==> src/rtl/reg_file_mp_pkg.sv <==
// ============================================================================
// Module      : regfile_pkg
// Description : Shared defaults, typedefs and constants for the multi-port
//               register file and its scoreboard.
// Revision    : 1.0 - initial release
// ============================================================================
`default_nettype none

package regfile_pkg;
    localparam int XLEN_DEF  = 32;
    localparam int NREGS_DEF = 32;
    localparam int ZERO_REG  = 0;

    typedef logic [4:0]  reg_addr_t;
    typedef logic [31:0] xdata_t;
endpackage

`default_nettype wire

==> src/rtl/reg_file_mp_scoreboard.sv <==
// ============================================================================
// Module      : rf_scoreboard
// Description : Busy-bit scoreboard for RAW hazard detection; issue sets,
//               writeback (and debug write) clears, set wins on conflict.
// Revision    : 1.0 - initial release
// ============================================================================
`default_nettype none

module rf_scoreboard
    import regfile_pkg::*;
#(
    parameter  int NREGS = NREGS_DEF,
    parameter  int NW    = 1,
    parameter  int NR    = 2,
    localparam int AW    = $clog2(NREGS)
) (
    input  logic                   clk,
    input  logic                   rst,
    input  logic [NW-1:0]          we,
    input  logic [NW-1:0][AW-1:0]  waddr,
    input  logic                   dbg_clr,
    input  logic [AW-1:0]          dbg_addr,
    input  logic                   issue_valid,
    input  logic [AW-1:0]          issue_rd,
    input  logic [NR-1:0][AW-1:0]  raddr,
    output logic [NR-1:0]          rbusy,
    output logic [NREGS-1:0]       busy_vec
);

    localparam logic [AW-1:0] c_zero = AW'(ZERO_REG);

    logic [NREGS-1:0] r_busy;
    logic [NREGS-1:0] w_busy_nxt;

    // Clears first, then the set, so a younger producer overrides writeback.
    always_comb begin
        w_busy_nxt = r_busy;
        for (int j = 0; j < NW; j++) begin
            if (we[j]) begin
                w_busy_nxt[waddr[j]] = 1'b0;
            end
        end
        if (dbg_clr) begin
            w_busy_nxt[dbg_addr] = 1'b0;
        end
        if (issue_valid && (issue_rd != c_zero)) begin
            w_busy_nxt[issue_rd] = 1'b1;
        end
        w_busy_nxt[ZERO_REG] = 1'b0;
    end

    always_ff @(posedge clk or negedge rst) begin
        if (!rst) begin
            r_busy <= '0;
        end else begin
            r_busy <= w_busy_nxt;
        end
    end

    // A same-cycle writeback makes the operand available now.
    always_comb begin
        for (int i = 0; i < NR; i++) begin
            rbusy[i] = r_busy[raddr[i]];
            for (int j = 0; j < NW; j++) begin
                if (we[j] && (waddr[j] == raddr[i])) begin
                    rbusy[i] = 1'b0;
                end
            end
        end
    end

    assign busy_vec = r_busy;

endmodule

`default_nettype wire

==> src/rtl/reg_file_mp.sv <==
// ============================================================================
// Module      : reg_file_mp
// Description : Parametrised NR-read / NW-write register file with same-cycle
//               write bypass, hardwired x0 and busy-bit scoreboard.
//               Optional debug port enabled by REGFILE_DEBUG_PORT_EN.
// Revision    : 1.0 - initial release
// ============================================================================
`default_nettype none

module reg_file_mp
    import regfile_pkg::*;
#(
    parameter  int XLEN  = XLEN_DEF,
    parameter  int NREGS = NREGS_DEF,
    parameter  int NR    = 2,
    parameter  int NW    = 1,
    localparam int AW    = $clog2(NREGS)
) (
    input  logic                   clk,
    input  logic                   rst,
`ifdef REGFILE_DEBUG_PORT_EN
    input  logic [AW-1:0]          dbg_addr,
    input  logic                   dbg_we,
    input  logic [XLEN-1:0]        dbg_wdata,
    output logic [XLEN-1:0]        dbg_rdata,
`endif
    input  logic [NW-1:0]          we,
    input  logic [NW-1:0][AW-1:0]  waddr,
    input  logic [NW-1:0][XLEN-1:0] wdata,
    input  logic [NR-1:0][AW-1:0]  raddr,
    output logic [NR-1:0][XLEN-1:0] rdata,
    output logic [NR-1:0]          rbusy,
    input  logic                   issue_valid,
    input  logic [AW-1:0]          issue_rd,
    output logic [NREGS-1:0]       busy_vec
);

    localparam logic [AW-1:0] c_zero = AW'(ZERO_REG);

    logic            w_dbg_we;
    logic [AW-1:0]   w_dbg_addr;
    logic [XLEN-1:0] w_dbg_wdata;

`ifdef REGFILE_DEBUG_PORT_EN
    assign w_dbg_we    = dbg_we && (dbg_addr != c_zero);
    assign w_dbg_addr  = dbg_addr;
    assign w_dbg_wdata = dbg_wdata;
`else
    assign w_dbg_we    = 1'b0;
    assign w_dbg_addr  = '0;
    assign w_dbg_wdata = '0;
`endif

    logic [XLEN-1:0] w_regs [NREGS];

    assign w_regs[0] = '0;

    // Debug write first, then ports in ascending order: the last assignment
    // wins, giving highest-index functional port the final say.
    generate
        for (genvar r = 1; r < NREGS; r++) begin : g_reg
            logic [XLEN-1:0] r_q;

            always_ff @(posedge clk or negedge rst) begin
                if (!rst) begin
                    r_q <= '0;
                end else begin
                    if (w_dbg_we && (w_dbg_addr == AW'(r))) begin
                        r_q <= w_dbg_wdata;
                    end
                    for (int j = 0; j < NW; j++) begin
                        if (we[j] && (waddr[j] == AW'(r))) begin
                            r_q <= wdata[j];
                        end
                    end
                end
            end

            assign w_regs[r] = r_q;
        end
    endgenerate

    always_comb begin
        for (int i = 0; i < NR; i++) begin
            rdata[i] = w_regs[raddr[i]];
            for (int j = 0; j < NW; j++) begin
                if (we[j] && (waddr[j] == raddr[i]) && (raddr[i] != c_zero)) begin
                    rdata[i] = wdata[j];
                end
            end
        end
    end

`ifdef REGFILE_DEBUG_PORT_EN
    assign dbg_rdata = w_regs[dbg_addr];
`endif

    rf_scoreboard #(
        .NREGS (NREGS),
        .NW    (NW),
        .NR    (NR)
    ) u_scoreboard (
        .clk         (clk),
        .rst         (rst),
        .we          (we),
        .waddr       (waddr),
        .dbg_clr     (w_dbg_we),
        .dbg_addr    (w_dbg_addr),
        .issue_valid (issue_valid),
        .issue_rd    (issue_rd),
        .raddr       (raddr),
        .rbusy       (rbusy),
        .busy_vec    (busy_vec)
    );

endmodule

`default_nettype wire
==> config.mk <==
export PLATFORM = sky130hd
export DESIGN_NAME = reg_file_mp
export DESIGN_NICKNAME = d
export VERILOG_FILES = /design/src/rtl/reg_file_mp_pkg.sv /design/src/rtl/reg_file_mp_scoreboard.sv /design/src/rtl/reg_file_mp.sv
export SDC_FILE = /design/constraint.sdc
export NUM_CORES = 2
export LEC_CHECK = 0
export ABC_CLOCK_PERIOD_IN_PS = 3600
export CAP_MARGIN = 40
export CORE_MARGIN = 2
export CORE_UTILIZATION = 40
export CTS_CLUSTER_SIZE = 14
export DETAILED_ROUTE_END_ITERATION = 8
export PLACE_DENSITY = 0.59
export SLEW_MARGIN = 20
export SYNTH_ARGS = -nofsm -noshare
export SYNTH_HDL_FRONTEND = slang
export SYNTH_SLANG_ARGS = --single-unit
export TNS_END_PERCENT = 100
==> constraint.sdc <==
create_clock -name clk -period 3.6 [get_ports clk]
set_clock_uncertainty 0.1 [all_clocks]
set_input_delay 0.72 -clock clk [delete_from_list [all_inputs] [get_ports clk]]
set_output_delay 0.72 -clock clk [all_outputs]
set_load 0.05 [all_outputs]
* Yosys cells after proc, flatten, opt, wreduce, memory -nomap -nowiden
Index checks and enable logic that the tools add are counted.
Operators by class: bitwise gates (word level) 5, order comparisons 8, reduce and logical (&&, ||, !) cells 41, mux-type cells 20, equality and inequality tests 33
Operators by type and width (number):
- binary-select mux 32 bit (select 5 bit) | 2
- two-way mux 32 bit | 8
- equality test 5 bit (second input constant) | 16
- equality test 5 x 4 -> 1 bit (second input constant) | 8
- logical AND 1 bit | 38
- AND 32 bit | 1
- NOT 32 bit | 1
- bitwise OR 32 bit | 1
- < comparator 5 x 6 -> 1 bit (second input constant) | 4
- equality test 5 x 3 -> 1 bit (second input constant) | 4
- nonzero test 5 bit | 3
- greater-or-equal comparator 6 bit (second input constant) | 2
- NOT 5 -> 6 bit | 2
- binary-select mux 1 bit (select 5 bit) | 2
- demux 1 bit (select 5 bit) | 2
- equality test 5 x 2 -> 1 bit (second input constant) | 2
- equality test 5 bit | 2
- greater-or-equal comparator 5 x 1 -> 1 bit (second input constant) | 2
- two-way mux 1 bit | 6
- equality test 5 x 1 -> 1 bit (second input constant) | 1
Storage, ports and cells: register bits after elaboration 1023, word-level logic and storage cells 139, bits of input ports 56

* Longest topological paths before layout
depth after elaboration 9, mapped depth 9, mapped depth without buffers 5

* By module
Synthesis repeated with hierarchy kept, for this count alone.
Unflattened totals: cells, all modules 3944, area total of the unflattened synthesis 55881.1 um^2
By module, submodules not included:
- reg_file_mp | area an instance 53536.3 um^2, sequential area each 24823.8 um^2, cells an instance 3712, instances 1
- rf_scoreboard | area an instance 2344.7 um^2, sequential area each 775.7 um^2, cells an instance 232, instances 1

* Least setup slack after synthesis
No wires, ideal clock.
path kind input to output, start point in raddr[0] in the netlist's numbering, end point out rdata[29] in the netlist's numbering, path slack -0.725 ns, stages on the path 8, arrival 3.505 ns, path buffers 4, cells stage by stage buf_2 buf_4 buf_4 buf_4 a221oi_1 nor3_1 a211oi_1 o41ai_1
RTL lines:
- start, declared | line reg_file_mp.sv:30 | input logic [NR-1:0][AW-1:0] raddr,
- end, declared | line reg_file_mp.sv:31 | output logic [NR-1:0][XLEN-1:0] rdata,

==> results.sh <==
export IMPL_synth_edf_count=0
export IMPL_yosysSeqAreaShare_pct=46.7
export IMPL_synth_xor_area_share_pct=0.160
export IMPL_grt_use_met3_pct=4.06
export IMPL_cp_start_kind="input pin"
export IMPL_power_mw=36.9
export IMPL_power_switching_mw=10.7
export IMPL_synthAdderAreaFrac_pct=0
export IMPL_synth_compound_area_share_pct=5.62
export IMPL_grt_util_met2_pct=43.9
export IMPL_die_x_um=374
export IMPL_seqPwrFrac_pct=41.8
export IMPL_clock_sinks=1023
export IMPL_cp_max_fo=15
export IMPL_pin_count=154
export IMPL_synth_top_family_by_area="multiplexers"
export IMPL_path_clk_slew_ps=60
export IMPL_drt_wirelength_per_cell_um=32.3
export IMPL_hold_path_class="input pin to async pin"
export IMPL_coreArea_sq_mm=0.136
export IMPL_remaining_drc_errors=0
export IMPL_leakagePower_nw=29.3
export IMPL_fin_crit_sh_pct=100
export IMPL_clk_insertion_delay_late_ps=730
export IMPL_synthSimpleGateAreaFrac_pct=2.64
export IMPL_crit_type="input pin to output pin"
export IMPL_synth_flop_cell="dfrtp_1"
export IMPL_grt_met1_usage_pct=37.8
export IMPL_grt_pass1_wl_um=280000
export IMPL_syn_inst=3799
export IMPL_p_sw_share_pct=29.0
export IMPL_vias_per_cell=6.31
export IMPL_internal_power_mw=26.2
export IMPL_powerDensity_mw_per_mm2=538
export IMPL_combPwrFrac_pct=25.7
export IMPL_grt_pass1_vias=38600
export IMPL_grt_start_max_net_pins=106
export IMPL_grt_total_usage_pct=27.3
export IMPL_nets=4218
export IMPL_postRouteAntennaNets=0
export IMPL_pre_cts_slack_ps=-429
export IMPL_crit_required_ps=2780
export IMPL_htree_levels=3
export IMPL_finalHoldViolCount=0
export IMPL_synth_area_sq_mm=0.0548
export IMPL_drt_iter0_drc=3619
export IMPL_finalMaxSlewViolations=0
export IMPL_antenna_found_initial=1
export IMPL_die_area_sq_mm=0.140
export IMPL_rows=135
export IMPL_cp_arrival_ps=2790
export IMPL_cts_max_path_buffers=3
export IMPL_syn_nets=3855
export IMPL_end_kind="output pin"
export IMPL_ys_ff_latch=1023
export IMPL_power_share_clock_pct=32.6
export IMPL_ir_drop_v=0.000410
export IMPL_gp_congestion=0.830
export IMPL_async_flop_share_pct=100
export IMPL_yosys_warnings=0
export IMPL_syn_area_per_cell_sq_um=14.4
export IMPL_rsz0062_at_grt="true"
export IMPL_numCtsBuffers=113
export IMPL_setup_violations=1
export IMPL_clock_root_buffer="clkbuf_16"
export IMPL_die_h_um=374
export IMPL_holdWs_ps=373
export IMPL_grt_busiest_layer="met2"
export IMPL_yosys_cell_types_count=51
export IMPL_dr_total_vias=38100
export IMPL_maxCapViolCount=0
export IMPL_status="finished, violations left"
export IMPL_start_util_pct=40.4
export IMPL_worst_slew_pin_slew_ps=854
export IMPL_drt_total_wl_um=195000
export IMPL_gr_total_overflow=0
export IMPL_fmax_ghz=0.277
export IMPL_area_growth_pct=25.4
export IMPL_layout_common_cells="dfrtp_1 (1021), mux2_2 (956), mux4_2 (451), buf_4 (315), buf_12 (206)"
export IMPL_fin_crit_ps=3610
export IMPL_drt_pass1_iter_count=5
export IMPL_violations="negative setup slack"
export IMPL_portBuffers=152
export IMPL_fin_ws_ps=-7.20
export IMPL_slew_headroom_pct=42.9
export IMPL_final_layout_size_suffix_gt1_share_pct=55.0
export IMPL_synth_area_mux_share_pct=41.6
export IMPL_hpwl_um=121000
export IMPL_layout_commonest_cell="dfrtp_1"
export IMPL_finalSetupTns_ps=-7.20
export IMPL_cts_tree="built"
==> Yosys cell counts, types with 49 or more instances <==
library cell / count / area share [%]
clkbuf_1: 209 / 1.4
o21ai_0: 99 / 0.90
mux2_1: 130 / 2.7
buf_1: 63 / 0.43
nand2_1: 95 / 0.65
o22ai_1: 83 / 0.95
dfrtp_1: 1023 / 47
a22oi_1: 66 / 0.90
mux2_2: 957 / 20
buf_2: 122 / 1.1
a221oi_1: 49 / 0.78
nor2_1: 108 / 0.74
mux4_2: 451 / 19
==> final cells by class <==
| cell class | instances | area, sq um |
|---|---|---|
| inverter | 4 | 15.0 |
| clock buffer | 173 | 3430 |
| timing repair buffer | 660 | 8650 |
| tap | 1781 | 2230 |
| fill | 11500 | 67100 |
| antenna | 1 | 2.50 |
| clock inverter | 36 | 419 |
| multi-input combinational | 2360 | 28400 |
| sequential | 1023 | 25600 |
==> sequential cells by signal (all words and copies together) (netlist names) <==
register               flops
g.r_q                    992
u_scoreboard.busy_vec     31
==> timing repair <==
item / in CTS / in global routing
setup buffers: 26 / 32
endpoints found under the hold margin: 16 / 0
setup endpoints to repair: 66 / 63
hold buffers: 1 / 0
resized for setup: 123 / 65
gates cloned: 10 / 10
pin swaps: 24 / 15
==> logic make-up after synthesis <==
| logic type | after synthesis |
|---|---|
| buf+inv | 416 |
| simple gates | 315 |
| mux | 1578 |
| compound gates | 456 |
| xor+xnor | 10 |
| flops | 1023 |
| other cells | 1 |
==> path summary, 6_finish.rpt <==
| check | depth (start not counted) | startpoint | slack, ps | to |
|---|---|---|---|---|
| worst max-delay path | 11 | raddr[0] | -7 | rdata[7] |
| worst min-delay path | 2 | rst | 370 | g_reg[12].r_q[21]$_DFFE_PN0P_ |
| worst max register to register | 3 | u_scoreboard.busy_vec[15]$_DFF_PN0_ | 2620 | u_scoreboard.busy_vec[15]$_DFF_PN0_ |
| worst min register to register | 1 | g_reg[22].r_q[23]$_DFFE_PN0P_ | 410 | g_reg[22].r_q[23]$_DFFE_PN0P_ |
| max in group asynchronous | 4 | rst | 1850 | g_reg[30].r_q[23]$_DFFE_PN0P_ |
| min in group clk | 1 | g_reg[22].r_q[23]$_DFFE_PN0P_ | 410 | g_reg[22].r_q[23]$_DFFE_PN0P_ |
==> per-layer routing <==
layer / up-vias / share of wire (%)
li1: 15500 / -
met1: 20700 / 42
met2: 1579 / 47
met3: 371 / 7.0
met4: 4 / 3.8
met5: - / 0.028
==> metrics by stage <==
step / utilization [%] / instances / cell area, sq um
2_1_floorplan: - / 3799 / 55000
6_report: 50.6 / 6038 / 68700
5_1_grt: 50.6 / 6037 / 68700
3_5_place_dp: 46.4 / 5753 / 63000
3_3_place_gp: 46.4 / 5752 / 63000
4_1_cts: 50.0 / 5996 / 67900
==> worst max-delay path: stages <==
cell,delay (ps)
buf_16,140
buf_8,190
nor2b_4,140
buf_12,210
buf_4,190
a22oi_1,90
o21ai_0,440
a211oi_2,140
buf_4,180
nor2_2,120
buf_12,150
==> power groups by stage <==
stage | registers (mW) | logic, mW | clock network [mW]
final | 15.4 | 9.48 | 12.0
after global routing | 15.7 | 10.0 | 12.7
after CTS | 15.4 | 9.38 | 12.2
after detailed placement | 15.6 | 9.11 | 0
after global placement | 15.5 | 8.99 | 0
after floorplan | 15.3 | 5.86 | 0
Note: power is estimated with default switching activity, not from simulation.
